<file path="src/rtl/imm_ext_pkg.sv">
// Shared types and constants for the immediate extension pipeline.
package imm_ext_pkg;

    // Extension modes selectable on in_mode.
    typedef enum logic [1:0] {
        EXT_ZERO   = 2'd0,
        EXT_SIGN   = 2'd1,
        EXT_UPPER  = 2'd2,
        EXT_BRANCH = 2'd3
    } ext_mode_t;

    // Word-to-byte offset scaling applied to branch immediates.
    localparam int unsigned BRANCH_SHIFT = 2;

endpackage

</file>
<file path="src/rtl/ext_buf2.sv">
// Two-entry FIFO with valid/ready handshake on both sides.
// Slot 0 is always the head, so the output is a plain register read.
module ext_buf2 #(
    parameter int unsigned WIDTH = 37
) (
    input  logic             clk,
    input  logic             rst_n,
    input  logic             flush,
    input  logic             in_valid,
    output logic             in_ready,
    input  logic [WIDTH-1:0] in_data,
    output logic             out_valid,
    input  logic             out_ready,
    output logic [WIDTH-1:0] out_data
);

    logic [1:0]       r_count;
    logic [1:0]       w_count_d;
    logic [WIDTH-1:0] r_slot0;
    logic [WIDTH-1:0] r_slot1;
    logic [WIDTH-1:0] w_slot0_d;
    logic [WIDTH-1:0] w_slot1_d;
    logic             w_push;
    logic             w_pop;

    // Ready/valid come straight from the occupancy register; no path from out_ready.
    assign in_ready  = (r_count != 2'd2);
    assign out_valid = (r_count != 2'd0);
    assign out_data  = r_slot0;

    // flush wins over both handshakes.
    assign w_push = in_valid && in_ready && !flush;
    assign w_pop  = out_valid && out_ready && !flush;

    // Next-state for occupancy and the two slots.
    always_comb begin
        w_count_d = r_count;
        w_slot0_d = r_slot0;
        w_slot1_d = r_slot1;
        if (flush) begin
            w_count_d = 2'd0;
        end else begin
            case ({w_push, w_pop})
                2'b10: begin
                    if (r_count == 2'd0) begin
                        w_slot0_d = in_data;
                    end else begin
                        w_slot1_d = in_data;
                    end
                    w_count_d = r_count + 2'd1;
                end
                2'b01: begin
                    w_slot0_d = r_slot1;
                    w_count_d = r_count - 2'd1;
                end
                2'b11: begin
                    // Push only happens below full, so count is 1 here and the
                    // new entry becomes the head once the old head leaves.
                    w_slot0_d = in_data;
                end
                default: ;
            endcase
        end
    end

    // State registers; reset clears data too so the output reads zero.
    always_ff @(posedge clk or negedge rst_n) begin
        if (!rst_n) begin
            r_count <= 2'd0;
            r_slot0 <= '0;
            r_slot1 <= '0;
        end else begin
            r_count <= w_count_d;
            r_slot0 <= w_slot0_d;
            r_slot1 <= w_slot1_d;
        end
    end

endmodule

</file>
<file path="src/rtl/imm_extend_pipe.sv">
// Immediate extension unit: combinational mode mux feeding a 2-entry
// registered output buffer. Only the extended word and tag are stored.
module imm_extend_pipe
    import imm_ext_pkg::*;
#(
    parameter int unsigned IN_W  = 16,
    parameter int unsigned OUT_W = 32,
    parameter int unsigned TAG_W = 5
) (
    input  logic             clk,
    input  logic             rst_n,
    input  logic             flush,
    input  logic             in_valid,
    output logic             in_ready,
    input  logic [IN_W-1:0]  in_imm,
    input  logic [1:0]       in_mode,
    input  logic [TAG_W-1:0] in_tag,
    output logic             out_valid,
    input  logic             out_ready,
    output logic [OUT_W-1:0] out_data,
    output logic [TAG_W-1:0] out_tag
);

    localparam int unsigned EXT_W = OUT_W - IN_W;
    localparam int unsigned BUF_W = OUT_W + TAG_W;

    logic [OUT_W-1:0] w_sign;
    logic [OUT_W-1:0] w_ext;
    logic [BUF_W-1:0] w_head;

    assign w_sign = {{EXT_W{in_imm[IN_W-1]}}, in_imm};

    // Select the extended operand for the requested mode.
    always_comb begin
        w_ext = '0;
        case (ext_mode_t'(in_mode))
            EXT_ZERO:   w_ext = {{EXT_W{1'b0}}, in_imm};
            EXT_SIGN:   w_ext = w_sign;
            EXT_UPPER:  w_ext = {in_imm, {EXT_W{1'b0}}};
            EXT_BRANCH: w_ext = w_sign << BRANCH_SHIFT;
            default:    w_ext = '0;
        endcase
    end

    ext_buf2 #(
        .WIDTH(BUF_W)
    ) u_buf (
        .clk      (clk),
        .rst_n    (rst_n),
        .flush    (flush),
        .in_valid (in_valid),
        .in_ready (in_ready),
        .in_data  ({w_ext, in_tag}),
        .out_valid(out_valid),
        .out_ready(out_ready),
        .out_data (w_head)
    );

    assign out_data = w_head[TAG_W +: OUT_W];
    assign out_tag  = w_head[TAG_W-1:0];

endmodule
</file>
<file path="config.mk">
export PLATFORM = sky130hd
export DESIGN_NAME = imm_extend_pipe
export DESIGN_NICKNAME = d
export VERILOG_FILES = /design/src/rtl/imm_ext_pkg.sv /design/src/rtl/ext_buf2.sv /design/src/rtl/imm_extend_pipe.sv
export SDC_FILE = /design/constraint.sdc
export NUM_CORES = 1
export LEC_CHECK = 0
export ABC_AREA = 1
export CAP_MARGIN = 20
export CORE_MARGIN = 2
export CORE_UTILIZATION = 58
export CTS_BUF_LIST = sky130_fd_sc_hd__clkbuf_8
export CTS_CLUSTER_DIAMETER = 200
export DETAILED_ROUTE_END_ITERATION = 12
export PLACE_DENSITY_LB_ADDON = 0.3
export SKIP_CTS_REPAIR_TIMING = 1
export SYNTH_ARGS = -nofsm -noshare
export SYNTH_HDL_FRONTEND = slang
export SYNTH_SLANG_ARGS = --single-unit
</file>
<file path="constraint.sdc">
create_clock -name clk -period 4.09 [get_ports clk]
set_clock_uncertainty 0.15 [all_clocks]
set_input_delay 0.818 -clock clk [delete_from_list [all_inputs] [get_ports clk]]
set_output_delay 0.818 -clock clk [all_outputs]
set_load 0.02 [all_outputs]
</file>
* Yosys cells after proc, flatten, opt, wreduce, memory -nomap -nowiden
Index checks and enable logic that the tools add are counted.
** Operators by class
- $add $sub $neg :: 2
- Equality and inequality tests :: 8
- Multiplexer cells :: 5
- Bitwise gates (word level) :: 2
- Reduce and logical (&&, ||, !) cells :: 12
** Operators with widths (count)
- 32-bit one-hot mux with 4 select lines :: 1
- 37-bit one-hot mux with 3 select lines :: 1
- 37-bit two-way mux :: 1
- 2-bit == test (second input constant) :: 4
- 3-bit AND reduction :: 2
- 3-bit nonzero test :: 2
- 2-bit by 1-bit == test with 1-bit output (second input constant) :: 2
- 1-bit logical AND :: 4
- 2-bit logical NOT :: 2
- 2-bit one-hot mux with 2 select lines :: 1
- 2-bit by 1-bit adder with 2-bit output (second input constant) :: 1
- 2-bit two-way mux :: 1
- 2-bit by 1-bit != test with 1-bit output (second input constant) :: 1
- 2-bit != test (second input constant) :: 1
- 1-bit inverter :: 2
- 2-bit nonzero test :: 1
- 2-bit by 1-bit subtractor with 2-bit output (second input constant) :: 1
- 1-bit logical NOT :: 1
** Word-level totals
- Bits in registers :: 76
- Input port bits :: 28
- Output and inout port bits :: 39
- Word-level logic and storage cells :: 32

* Longest topological paths before layout
Gate-level depths: netlist of run 1.
- Word-level depth :: 6
- Mapped depth :: 10
- Gate-level depth less buffers :: 9

* Cells and area by module
From an unflattened synthesis of run 1, not the netlist that was laid out.
** Second synthesis, totals
- Cell total of the unflattened synthesis :: 543
- Area, all modules :: 4047.6 µm²
** Modules (own cells, without submodules)
- ext_buf2 :: times used 1, cells an instance 468, area an instance 3613.5 µm², sequential area each 1901.8 µm²
- imm_extend_pipe :: times used 1, cells an instance 75, area an instance 434.2 µm², sequential area each 0.0 µm²

* Worst setup path before layout of run 1
No wires, ideal clock.
- Path kind :: input to register
- Start :: in in_mode[1]
- End :: reg u_buf.r_slot0[10], in the netlist u_buf.out_data[10]
- Arrival :: 1.709 ns
- Path slack :: 2.115 ns
- Stages :: 8
- Buffers on the path :: 2
- Cell sequence :: buf_2 > nand2_1 > clkbuf_1 > o22ai_1 > nand2_1 > o21ai_0 > nand2_1 > nand2_1
** On the way
- Longest elaborated chain between the ends :: 4
- Elaborated cells on any way between the ends :: 7
- Those cells by class :: eq/ne (3); mux (3); reduce/logical (1)
** Ends and longest elaborated chain
- from (decl) :: RTL line imm_extend_pipe.sv:16 : input logic [1:0] in_mode,
- 2-bit == test, or another cell as far along :: RTL line imm_extend_pipe.sv:36 : case (ext_mode_t'(in_mode))
- 32-bit one-hot mux with 4 select lines * :: RTL line imm_extend_pipe.sv:36
- 37-bit two-way mux :: RTL line ext_buf2.sv:45 : if (r_count == 2'd0) begin
- 37-bit one-hot mux with 3 select lines * :: RTL line ext_buf2.sv:43 : case ({w_push, w_pop})
- to (signal assigned) :: RTL line ext_buf2.sv:74 : r_slot0 <= w_slot0_d;
- to (decl) :: RTL line ext_buf2.sv:19 : logic [WIDTH-1:0] r_slot0;
Every way passes the cells marked *; elsewhere a longest branch is shown, timed or not. The select of a mux whose other input is x is not followed.
A chain may end at the register's enable or synchronous reset.

* Worst setup path after layout of run 1
- Start :: in flush
- End :: reg u_buf.r_slot0[33], in the netlist u_buf.out_data[33]
** On the way
- Longest elaborated chain between the ends :: 5
- Elaborated cells on any way between the ends :: 11
- Those cells by class :: eq/ne (4); mux (1); bitwise (1); reduce/logical (5)
** Ends and longest elaborated chain
- from (decl) :: RTL line imm_extend_pipe.sv:12 : input logic flush,
- 1-bit logical NOT :: RTL line ext_buf2.sv:32, ext_buf2.sv:33
- 1-bit logical AND (on tied branches) :: RTL line ext_buf2.sv:33, ext_buf2.sv:32
- 2-bit == test / 2-bit by 1-bit == test with 1-bit output (equally long branches) :: RTL line ext_buf2.sv:43
- 2-bit by 1-bit != test with 1-bit output (no line) / 3-bit nonzero test (equally long branches)
- 3-bit AND reduction (no line)
Parallel ways exist; a longest one is shown, timed or not.

==> flow_metrics.tcl, run 1 <==
set metrics [dict create \
    antenna_left 0 \
    drive_gt1_share_pct 5.21 \
    synth_area_per_cell_um2 7.57 \
    multi_input_area_mm2 0.00145 \
    nets 580 \
    dieHeight_um 84.8 \
    start_util_pct 59.9 \
    via_per_inst 5.46 \
    die-area_mm2 0.00719 \
    die_w_um 84.8 \
    area_growth_pct 22.1 \
    clockRootBuffer "clkbuf_8" \
    syn_nets 528 \
    place_congestion 0.826 \
    fp.coreArea_mm2 0.00631 \
    cts-htree-levels 3 \
    rsz0062_at_grt "no" \
    clock_sinks 76 \
    final_common_cell "nand2_1" \
    drt_iter0_markers 336 \
    slew_violations 0 \
    numPlacedInstances 618 \
    cts-buffers-inserted 9 \
    nFillCells 527 \
    grt_start_max_net_pins 77 \
    path_class "in2reg" \
    netlist-cell-type-count 22 \
    tritoncts "built" \
    fp-row-count 29 \
    hold_violations 0 \
    end_kind "flip-flop" \
    worstMarginPinSlew_ns 1.02 \
    cts.clk_slew.worst_paths_ns 0.08 \
    critPathRequiredTime_ns 4.23 \
    p_per_area_mw_per_mm2 702 \
    antenna_found_initial 0 \
    arrival_ns 3.06 \
    clock_latency_ns 0.35 \
    antenna_cells 0 \
    clk_path_buf_depth 2 \
    drc 0 \
    grt_pass1_vias 3247 \
    crit_path_max_fanout 63 \
    dpl.hpwl_um 5590 \
    final_cell_mix "nand2_1, dfrtp_1, o21ai_0" \
    syn_area_mm2 0.00378 \
    grt-ovfl-total 0 \
    post-route-period-util_pct 71.3 \
    numPortBuffers 66 \
    tns_ns 0 \
    seq_area_mm2 0.00190 \
    wl_per_cell_um 13.9 \
    synth-seq-area-share_pct 50.2 \
    first_pass_iters 5 \
    min_path_type "reg2reg" \
    wl_um 8800 \
    start_kind "primary input" \
    fin_cells 634 \
    status "finished, final reports clean" \
    synthCells 500 \
    ir_drop_v 0.000422 \
    ys_warn_count 0 \
    io_pins 67 \
    relSlewSlack_pct 31.9 \
    vias 3462 \
    timing.max_cap.violations 0 \
    max_freq_ghz 0.343 \
    ys_seq_elements 76 \
    leakage_uw 0.00235 \
    setup_viol 0 \
    min_period_ns 2.91 \
    grt_pass1_wl_um 15100 \
    grtUsageTotal_pct 26.1 \
]
==> per-stage QoR <==
step	worst slack (ns)	utilization, %	power (µW)	area, µm²	hold WS (ns)
2_1_floorplan	2.12	-	2040	3780	0.318
3_3_place_gp	0.881	69.5	2530	4390	0.307
3_5_place_dp	0.835	69.5	2580	4390	0.314
4_1_cts	1.20	73.2	3260	4620	0.335
5_1_grt	0.991	73.2	3460	4620	0.355
6_report	1.18	73.2	3250	4620	0.329
==> cell type report <==
class | count | share of cell area, %
tap | 77 | 2.08
timing repair buffer | 68 | 14.6
inverter | 72 | 5.85
sequential | 76 | 41.1
clock buffer | 12 | 3.57
clock inverter | 4 | 1.54
multi-input combinational | 325 | 31.3
==> worst paths after layout <==
path                                          from            endpoint  slack, ns  cells past startpoint
worst max-delay path                         flush  u_buf.out_data[33]       1.18                      8
worst min-delay path            u_buf.out_data[30]  u_buf.out_data[30]       0.33                      2
worst min register to register  u_buf.out_data[30]  u_buf.out_data[30]       0.33                      2
max in group asynchronous                    rst_n    u_buf.r_slot1[7]       2.73                      1
min in group asynchronous                    rst_n  u_buf.out_data[28]       0.46                      1
worst max register to register    u_buf.r_count[0]  u_buf.out_data[33]       1.69                      6
==> Yosys cell counts <==
master | count | area [µm²]
buf_1 | 2 | 7.51
buf_6 | 4 | 45.0
clkbuf_1 | 6 | 22.5
inv_1 | 69 | 259
xor2_1 | 1 | 8.76
nand3_1 | 31 | 155
buf_4 | 7 | 52.6
o22ai_1 | 13 | 81.3
a21oi_1 | 1 | 5.00
o21ai_0 | 73 | 365
nor2_1 | 3 | 11.3
nor2_4 | 2 | 22.5
o21ai_1 | 4 | 20.0
nand4_1 | 1 | 6.26
dfrtp_1 | 76 | 1900
nor2_8 | 1 | 20.0
nor2_2 | 1 | 6.26
buf_2 | 8 | 40.0
nand2_4 | 1 | 11.3
inv_2 | 3 | 11.3
nand2_2 | 3 | 18.8
nand2_1 | 190 | 713
==> registers in the layout, indices dropped and copies added (netlist names) <==
name,count
u_buf.r_count,2
u_buf.r_slot1,37
u_buf.out_data,37
==> metal layers <==
metal	GRT usage (%)	part of all wire (%)
met2	40.4	48
met1	36.2	43
met3	7.18	6.6
met5	0	0
met4	8.23	1.9
==> logic make-up (layout without fill, tap and decap cells) <==
group / count (synthesis) / in the layout / share of synthesized area [%]
buf+inv: 99 / 156 / 11.6
xor+xnor: 1 / 1 / 0.231
compound gates: 91 / 91 / 12.5
simple gates: 233 / 233 / 25.5
flops: 76 / 76 / 50.2
==> worst max-delay path, cell delays in order <==
cell	delay, ns
clkdlybuf4s50_1	0.46
inv_1	0.11
nand2_1	0.11
nor2_4	0.29
nand2_2	0.64
o21ai_0	0.45
nand2_1	0.09
nand2_1	0.06
==> power breakdown <==
| group | switching, µW | internal [µW] | leakage (µW) |
|---|---|---|---|
| combinational | 763 | 538 | 0.00126 |
| sequential | 162 | 1110 | 0.000970 |
| clock | 282 | 392 | 0.000120 |
Power figures use the tool's default switching activity.
==> run 2, diff against run 1 <==
Settings changed: CORE_UTILIZATION 58 to 55.
Clock period 4.09 ns to 2.7 ns, I/O delays scaled along.
==> run 2 against run 1 <==
  * Sequential power is 52% higher
  * Via count shrank 1.3%
  * Sequential share of layout area decreased by 0.13 points
  * Sequential cell count unchanged
  * First-iteration DRC count is 2.7% lower
  * Core utilization is 4.2 points lower
  * Wire length grew 0.68%
  * Critical path depth decreased by 5
  * Hold slack lost 0.16 ns
  * Global-route usage shrank 0.91 points
  * Critical path type is now reg2out
==> flow_metrics.tcl, run 2 (synthesis results as in run 1) <==
set metrics [dict create \
    status "finished, final reports clean" \
    antenna_left 0 \
    rrSetupSlack_ns 0.62 \
    drt_iter0_markers 327 \
    antenna_found_initial 0 \
    start_util_pct 56.3 \
    p_seq_share_pct 40.4 \
    post-route-period-util_pct 89.9 \
    grt_pass1_vias 3270 \
    arrival_ns 1.74 \
    critPathBufInv 2 \
    setup_viol 0 \
    dieHeight_um 87.0 \
    drive_gt1_share_pct 6.23 \
    clk_path_buf_depth 2 \
    end_kind "primary output" \
    critPathRequiredTime_ns 2.01 \
    worstMarginPinSlew_ns 0.945 \
    numPlacedInstances 627 \
    slowest_delay_ns 0.54 \
    slew_violations 0 \
    die-area_mm2 0.00756 \
    grt_start_max_net_pins 77 \
    timing.max_cap.violations 0 \
    start_kind "flip-flop" \
    io_pins 67 \
    wl_per_cell_um 13.8 \
    drc 0 \
    cp.depth 3 \
    relSlewSlack_pct 37.0 \
    path_class "reg2out" \
    hold_violations 0 \
    fp.coreArea_mm2 0.00672 \
    clockRootBuffer "clkbuf_8" \
    die_w_um 87.0 \
    max_freq_ghz 0.412 \
    crit_path_max_fanout 6 \
    nFillCells 567 \
    multi_input_area_mm2 0.00145 \
    cp_slowest_cell "clkdlybuf4s50_1" \
    place_congestion 0.917 \
    vias 3416 \
    clock_sinks 76 \
    cts-buffers-inserted 9 \
    ir_drop_v 0.000596 \
    via_per_inst 5.32 \
    fp-row-count 30 \
    p_int_uw 2950 \
    wl_um 8860 \
    cts.clk_slew.worst_paths_ns 0.08 \
    grt_pass1_wl_um 14900 \
    clock_latency_ns 0.34 \
    p_per_area_mw_per_mm2 1030 \
    cts-htree-levels 3 \
    dpl.hpwl_um 5960 \
    area_growth_pct 22.5 \
    reg2reg_depth 7 \
    switching_share_pct 38.1 \
    p_clk_share_pct 17.9 \
    grtUsageTotal_pct 25.2 \
    power_switching_uw 1810 \
    fin_cells 642 \
    tritoncts "built" \
    rsz0062_at_grt "no" \
    first_pass_iters 5 \
    tns_ns 0 \
    seq_area_mm2 0.00190 \
    crit_chain "nor2_4, inv_1, clkdlybuf4s50_1" \
    comb_power_share_pct 41.7 \
    grt-ovfl-total 0 \
    min_path_type "in2async" \
    antenna_cells 0 \
    numPortBuffers 66 \
    crit_family "buffers and inverters" \
    nets 586 \
    final_cell_mix "nand2_1, dfrtp_1, o21ai_0" \
    final_common_cell "nand2_1" \
    min_period_ns 2.43 \
    leakage_uw 0.00236 \
]
## run 2: cell types whose count changed in the layout (fill, tap and decap cells not counted)
cell / change
inv_1: -1
bufinv_16: -1
buf_4: +5
clkinv_2: +3
clkbuf_8: -2
buf_12: +1
## run 2: cell type report
class,count,area share [%]
clock buffer,10,2.97
multi-input combinational,325,31.2
clock inverter,5,1.13
timing repair buffer,74,15.8
tap,80,2.16
sequential,76,41.0
inverter,72,5.83
## run 2: final timing paths
kind | startpoint | end
worst max-delay path | u_buf.r_count[1] | out_valid
worst min-delay path | rst_n | u_buf.out_data[30]
worst max register to register | u_buf.r_count[1] | u_buf.out_data[10]
worst min register to register | u_buf.out_data[21] | u_buf.out_data[21]
max in group asynchronous | rst_n | u_buf.r_slot1[31]
min in group clk | u_buf.out_data[21] | u_buf.out_data[21]
## run 2: power by group through the flow
stage | combinational (µW) | clock (µW) | sequential (µW)
after floorplan | 853 | 0 | 2240
after global placement | 1920 | 0 | 1930
after detailed placement | 1980 | 0 | 1940
after CTS | 2000 | 867 | 1930
after global routing | 2200 | 908 | 1980
final | 1990 | 853 | 1930
## run 2: routing by layer
layer | wire length [µm] | vias up | GRT usage [%]
li1 | - | 1669 | -
met1 | 3890 | 1603 | 33.6
met5 | 0 | - | 0
met2 | 4290 | 127 | 40.9
met3 | 508 | 17 | 4.45
met4 | 162 | 0 | 10.1
## run 2: worst reg2reg max path, delay by kind of cell (launching register included)
family / cells / cell delay (ns)
buffers and inverters: 2 / 0.58
DFF: 1 / 0.47
and+or+nand+nor: 5 / 0.82
## run 2: per-stage QoR
stage               hold slack (ns)  instance area, µm²  power [µW]  utilization (%)  worst slack, ns
CTS                           0.223                4640        4800             69.0            0.258
global placement              0.313                4450        3860             66.2            0.260
detailed placement            0.312                4450        3920             66.2            0.165
finish                        0.172                4640        4770             69.0            0.273
global route                  0.258                4640        5090             69.0            0.208
floorplan                    0.0944                3780        3090                -             1.00
